[config.mk]
export PLATFORM = sky130hd
export DESIGN_NAME = twisted_ring_sequencer_flat
export DESIGN_NICKNAME = d
export VERILOG_FILES = /design/src/rtl/twisted_ring_sequencer_if.sv /design/src/rtl/twisted_ring_sequencer.sv /design/src/flat_wrapper.sv
export SDC_FILE = /design/constraint.sdc
export NUM_CORES = 1
export LEC_CHECK = 0
export BUFFER_PORTS_ARGS = -buffer_cell sky130_fd_sc_hd__buf_2
export CELL_PAD_IN_SITES_DETAIL_PLACEMENT = 1
export CELL_PAD_IN_SITES_GLOBAL_PLACEMENT = 2
export CORE_UTILIZATION = 24
export DETAILED_ROUTE_END_ITERATION = 8
export GPL_TIMING_DRIVEN = 0
export PLACE_DENSITY_LB_ADDON = 0.1
export SETUP_SLACK_MARGIN = 0.5
export SLEW_MARGIN = 10
export SYNTH_ARGS = -nofsm -noshare
export SYNTH_HDL_FRONTEND = slang
export SYNTH_SLANG_ARGS = --single-unit
[constraint.sdc]
create_clock -name clk -period 3.5 [get_ports clk]
set_clock_uncertainty 0.15 [all_clocks]
set_input_delay 0 -clock clk [delete_from_list [all_inputs] [get_ports clk]]
set_output_delay 0 -clock clk [all_outputs]
set_load 0.02 [all_outputs]
[src/rtl/twisted_ring_sequencer_if.sv]
// twisted_ring_sequencer_if: control and status bundle of the twisted ring sequencer
interface twisted_ring_sequencer_if #(parameter int N = 4);
  localparam int PW = $clog2(2*N);
  logic en;
  logic dir;
  logic load;
  logic [N-1:0] load_val;
  logic [N-1:0] count;
  logic [PW-1:0] phase;
  logic tc;
  logic err;
  modport master (output en, dir, load, load_val, input count, phase, tc, err);
  modport slave (input en, dir, load, load_val, output count, phase, tc, err);
endinterface

[src/rtl/twisted_ring_sequencer.sv]
// twisted_ring_sequencer: Johnson/one-hot ring sequencer with phase decode and wrap pulse
// Optional illegal-state self-correction is built when TRC_SELF_CORRECT_EN is defined.
module twisted_ring_sequencer #(
  parameter int N = 4,
  parameter int MODE = 0
) (
  input logic clk,
  input logic reset,
  twisted_ring_sequencer_if.slave bus
);
  localparam int PW = $clog2(2*N);
  localparam int S = (MODE != 0) ? N : 2*N;
  localparam logic [N-1:0] RST_VAL = (MODE != 0) ? {1'b1, {(N-1){1'b0}}} : '0;
  logic [N-1:0] count, fwd, rev, count_d;
  logic [PW-1:0] phase, ph_j, ph_r;
  logic tc, tc_d, wrap, fix;
  int idx;
  // Johnson phase counts ones while filling from the MSB, then counts down while draining
  always_comb begin
    idx = 0;
    for (int i = 0; i < N; i++) if (count[i]) idx = i;
    ph_r = PW'(N - 1 - idx);
    ph_j = (count[N-1] || count == '0) ? PW'($countones(count)) : PW'(2*N - $countones(count));
    phase = (MODE != 0) ? ph_r : ph_j;
  end
  assign fwd = {(MODE != 0) ? count[0] : ~count[0], count[N-1:1]};
  assign rev = {count[N-2:0], (MODE != 0) ? count[N-1] : ~count[N-1]};
  assign wrap = bus.dir ? (phase == '0) : (phase == PW'(S - 1));
`ifdef TRC_SELF_CORRECT_EN
  logic illegal, err;
  int trans;
  always_comb begin
    trans = 0;
    for (int i = 0; i < N - 1; i++) trans += int'(count[i] ^ count[i+1]);
    illegal = (MODE != 0) ? ($countones(count) != 1) : (trans > 1);
  end
  always_ff @(posedge clk) err <= !reset && !bus.load && illegal;
  assign fix = illegal;
  assign bus.err = err;
`else
  assign fix = 1'b0;
  assign bus.err = 1'b0;
`endif
  assign count_d = bus.load ? bus.load_val : fix ? RST_VAL : bus.en ? (bus.dir ? rev : fwd) : count;
  assign tc_d = !bus.load && !fix && bus.en && wrap;
  always_ff @(posedge clk) begin
    count <= reset ? RST_VAL : count_d;
    tc <= !reset && tc_d;
  end
  assign bus.count = count;
  assign bus.phase = phase;
  assign bus.tc = tc;
endmodule

[src/flat_wrapper.sv]
// flat-port wrapper written by rule: the top's interface ports become plain ports
module twisted_ring_sequencer_flat 
#(
  parameter int N = 4,
  parameter int MODE = 0
)
  (clk, reset, bus_en, bus_dir, bus_load, bus_load_val, bus_count, bus_phase, bus_tc, bus_err);
  twisted_ring_sequencer_if #(.N(N)) bus_i ();
  input logic clk;
  input logic reset;
  input wire logic [$bits(bus_i.en)-1:0] bus_en;
  input wire logic [$bits(bus_i.dir)-1:0] bus_dir;
  input wire logic [$bits(bus_i.load)-1:0] bus_load;
  input wire logic [$bits(bus_i.load_val)-1:0] bus_load_val;
  output wire logic [$bits(bus_i.count)-1:0] bus_count;
  output wire logic [$bits(bus_i.phase)-1:0] bus_phase;
  output wire logic [$bits(bus_i.tc)-1:0] bus_tc;
  output wire logic [$bits(bus_i.err)-1:0] bus_err;
  assign bus_i.en = bus_en;
  assign bus_i.dir = bus_dir;
  assign bus_i.load = bus_load;
  assign bus_i.load_val = bus_load_val;
  assign bus_count = bus_i.count;
  assign bus_phase = bus_i.phase;
  assign bus_tc = bus_i.tc;
  assign bus_err = bus_i.err;
  twisted_ring_sequencer #(.N(N), .MODE(MODE)) u_core (.clk(clk), .reset(reset), .bus(bus_i));
endmodule
== Word-level counts from Yosys, hierarchy flattened ==
Cells that the tools add are included.
W data, S select, Z words.

* Register bits: 5
* Latch bits: 0
* Memory bits (writable): 0
* Memory bits (read-only): 0
* Input port bits: 9
* Output and inout port bits: 9
* Logic and storage cells: 23
* Memories kept: 0

* $add $sub $neg: 4
* $mul: 0
* Div/mod/pow operators: 0
* Magnitude comparators: 0
* Eq/ne operators: 1
* Shift operators: 0
* Multiplexer cells: 5
* Bitwise operators: 2
* Reductions and logical operators: 9

{| class="wikitable"
|+ Operators by type and width
! kind !! number
|-
| $mux W4 || 3
|-
| $add A1 B1 Y2 || 2
|-
| $logic_not A4 Y1 || 1
|-
| $add A3 B3 Y3 || 1
|-
| $eq A3 B3 Y1 const B || 1
|-
| $logic_and A1 B1 Y1 || 3
|-
| $logic_not A3 Y1 || 1
|-
| $mux W3 || 1
|-
| $sub A1 B3 Y3 const A || 1
|-
| $logic_not A1 Y1 || 2
|-
| $not A1 Y1 || 2
|-
| $reduce_bool A2 Y1 || 1
|-
| $logic_or A1 B1 Y1 || 1
|-
| $mux W1 || 1
|}

== Logic depth before layout (Yosys ltp) ==
* Depth after elaboration: 8
* Gate-level depth with buffers: 7

== Least setup slack after synthesis ==
OpenSTA, ideal clock, no wires.

* Kind: register to register
* From: reg u_core.count[0] (netlist: u_core.bus.count[0])
* To: reg u_core.tc (netlist: u_core.bus.tc)
* Setup time: 103 ps
* Arrival time: 2425 ps
* Path slack: 822 ps
* Cell stages (with the launch flop): 8
* Buffers on the path: 0
* Clock period less this slack: 2678 ps
* Cell sequence: dfxtp_1 -> inv_1 -> ha_1 -> ha_1 -> fa_1 -> nand2_1 -> or4b_4 -> a2111oi_2

* Cells in the longest elaborated chain, start to end: 8
* Elaborated cells between the ends (all ways): 11
* Those cells by class: 3 x add/sub; 1 x eq/ne; 2 x mux; 5 x reduce/logical

{| class="wikitable"
|+ Ends and longest elaborated chain
! item !! RTL line !! source
|-
| start, declared || twisted_ring_sequencer.sv:14 || <nowiki>logic [N-1:0] count, fwd, rev, count_d;</nowiki>
|-
| start signal, assigned || twisted_ring_sequencer.sv:47 || <nowiki>count <= reset ? RST_VAL : count_d;</nowiki>
|-
| $add A1 B1 Y2 (not written as such) || twisted_ring_sequencer.sv:23 || <nowiki>ph_j = (count[N-1] || count == '0) ? PW'($countones(count)) : PW'(2*N - $countones(count));</nowiki>
|-
| $add A3 B3 Y3 (not written as such) || twisted_ring_sequencer.sv:23 ||
|-
| $sub A1 B3 Y3 || twisted_ring_sequencer.sv:23 ||
|-
| $mux W3 * || twisted_ring_sequencer.sv:23 ||
|-
| $eq A3 B3 Y1 / $logic_not A3 Y1 (equally long branches) || twisted_ring_sequencer.sv:28 || <nowiki>assign wrap = bus.dir ? (phase == '0) : (phase == PW'(S - 1));</nowiki>
|-
| $mux W1 * || twisted_ring_sequencer.sv:28 ||
|-
| $logic_and A1 B1 Y1 * || twisted_ring_sequencer.sv:45 || <nowiki>assign tc_d = !bus.load && !fix && bus.en && wrap;</nowiki>
|-
| $logic_and A1 B1 Y1 * || twisted_ring_sequencer.sv:48 || <nowiki>tc <= !reset && tc_d;</nowiki>
|-
| end signal, assigned || twisted_ring_sequencer.sv:48 ||
|-
| end, declared || twisted_ring_sequencer.sv:16 || <nowiki>logic tc, tc_d, wrap, fix;</nowiki>
|}

Mark *: on every way between the ends. The rest lies on a longest branch, timed or not.
A chain may end at the register's enable or synchronous reset.

== Final worst setup path ==
Ends and elaborated chain as after synthesis.

==> impl_metrics.ini <==
[run_status]
status = finished clean

[critical_path]
crit_path_end_kind = flip-flop
crit_chain = inv_1 > ha_1 > ha_1 > fa_1 > nand2_1 > or4b_4 > a2111oi_2
slowest_delay_ns = 0.60
crit_buf_inv = 1
cp.required_ns = 3.48
worst_path_most_repeated_cell = ha_1
start_kind = flip-flop
worstPathMaxFanout = 5
slowest_stage = fa_1
path_class = reg -> reg
cp.arrival_ns = 2.74
crit_family = adder cells

[cells_and_area]
mostFrequentLayoutCells = 13 x buf_2, 6 x inv_1, 6 x dlygate4sd3_1
multi_input_area_sq_um = 302
layout_commonest_cell = buf_2
regArea_sq_um = 100
drive_gt1_share_pct = 27.6
fin_nets = 92
fill_cells = 224
num_antenna_cells = 0
area_growth_pct = 40.9

[floorplan]
initial_core_util_pct = 25.9
chipHeight_um = 45.1
die_x_um = 45.1
num_rows = 15
coreArea_sq_um = 1730
dieArea_sq_um = 2040
boundaryPins = 18

[yosys]
synthCells = 53
yosys_warnings = 0
synth_area_per_cell_sq_um = 8.43
synth_nets = 68
ys_seq_elements = 5
syn-cell-area_sq_um = 447
ys_types = 23
ys_seq_area_share_pct = 22.4

[global_routing]
grt-ovfl-total = 0
antenna_found_initial = 0
grt_pass1_wl_um = 1640
grtUsageTotal_pct = 11.4
first_global_vias = 415
grt_max_degree = 10

[placed_design]
io_buffer_count = 13
hpwl_um = 817
gp_congestion = 0.651

[clock_network]
cts_setup_buffers = 0
htree_num_levels = 1
hold_buffers = 6
cts-root-buf = clkbuf_4
clk_pin_slew_ns = 0.04
cts_resized = 0
clock-sinks = 5
clkLatencyLatePin_ns = 0.24
cts_buffer_depth = 2
numCtsBuffers = 3
cts_tree = yes

[run]
max_cap_violations = 0

[route]
drt_wl_total_um = 1080
ant_nets = 0
dr.first_iter.drc_count = 1
viasPerCell = 4.35
via_count = 439
drcViolationCount = 0
wl_per_cell_um = 10.7
dr.pass1.iters = 2

[power_and_ir_drop]
p_per_area_nw_per_um2 = 360
irDropWorstVdd_v = 0.000117
power.leakage_nw = 0.295

[timing]
setup_viol = 0
holdWs_ns = 0.0108
fin_crit_ns = 2.76
slew_violations = 0
max_freq_mhz = 363
final_hold_viol_count = 0
setup_tns_ns = 0
period_share_pct = 78.7
rsz0062_at_grt = false

[worst_hold_path]
min_path_type = in -> reg
[flip-flops by register name (all words and copies together), names as in the netlist]
register,cells
u_core.bus.count,4
u_core.bus.tc,1
[cells in the mapped netlist]
library cell  number  area, sq um
o211ai_1           1         7.51
a221oi_1           1         8.76
a2111oi_2          1         15.0
nor4b_1            2         17.5
mux2i_1            2         20.0
buf_1              1         3.75
fa_1               1         20.0
nand2_1            5         18.8
dfxtp_1            5          100
a311o_1            1         10.0
nand2b_1           3         18.8
xnor2_1            2         17.5
ha_1               5         62.6
conb_1             1         3.75
inv_1              6         22.5
clkbuf_1           1         3.75
a21oi_2            1         8.76
a211o_1            2         17.5
buf_4              2         15.0
or4b_4             1         13.8
nor2_1             3         11.3
o21ai_0            1         5.00
a21oi_1            5         25.0
[layer usage]
layer  routed length [um]  track usage (%)
met5                    0                0
met4                   15             7.27
met3                   26             1.20
met2                  514             19.1
met1                  524             13.6
[stage by stage]
step / area (sq um) / instances / setup WS [ns] / utilization (%) / total power, mW
global route: 629 / 101 / 0.612 / 36.4 / 0.241
CTS: 629 / 101 / 0.702 / 36.4 / 0.232
detailed placement: 543 / 91 / 0.710 / 31.4 / 0.158
floorplan: 447 / 53 / 0.822 / - / 0.132
finish: 629 / 101 / 0.744 / 36.4 / 0.227
global placement: 543 / 91 / 0.796 / 31.4 / 0.158
[cell type report]
cell class / count / area share [%]
inverters: 6 / 3.58
plain buffers: 4 / 3.58
clock buffers: 4 / 4.17
well taps: 25 / 4.97
multi-input cells: 38 / 47.9
flip-flops and latches: 5 / 15.9
repair buffers: 19 / 19.9
[final timing paths]
kind | startpoint | slack (ns) | cells after the start | to
worst min register to register | u_core.bus.count[3] | 0.52 | 2 | u_core.bus.count[3]
worst max-delay path | u_core.bus.count[0] | 0.74 | 7 | u_core.bus.tc
worst max register to register | u_core.bus.count[0] | 0.74 | 7 | u_core.bus.tc
worst min-delay path | bus_en | 0.01 | 3 | u_core.bus.tc
[logic make-up (layout without fill, tap and decap cells)]
group                      after synthesis  after routing  synth area share [%]
muxes                                    2              2                  4.48
and+or+nand+nor                         14             14                  17.9
xor gates and xnor gates                 2              2                  3.92
AOI/OAI and AO/OA                       13             13                  21.8
other                                    1              1                 0.840
DFF                                      5              5                  22.4
buffers and inverters                   10             33                  10.1
adders and majority gates                6              6                  18.5
[power by group]
part,switching [mW],internal [mW]
combinational,0.0529,0.0414
sequential,0.00584,0.0610
clock,0.0226,0.0430
[worst reg2reg max path, delay by kind of cell (launching register included)]
kind / cells / cell delay [ns]
AO/OA/AOI/OAI: 1 / 0.32
adder cells (fa/ha/maj): 3 / 1.11
buffers and inverters: 1 / 0.09
flip-flops: 1 / 0.41
AND/OR/NAND/NOR: 2 / 0.56
Note: power is estimated with default switching activity, not from simulation.
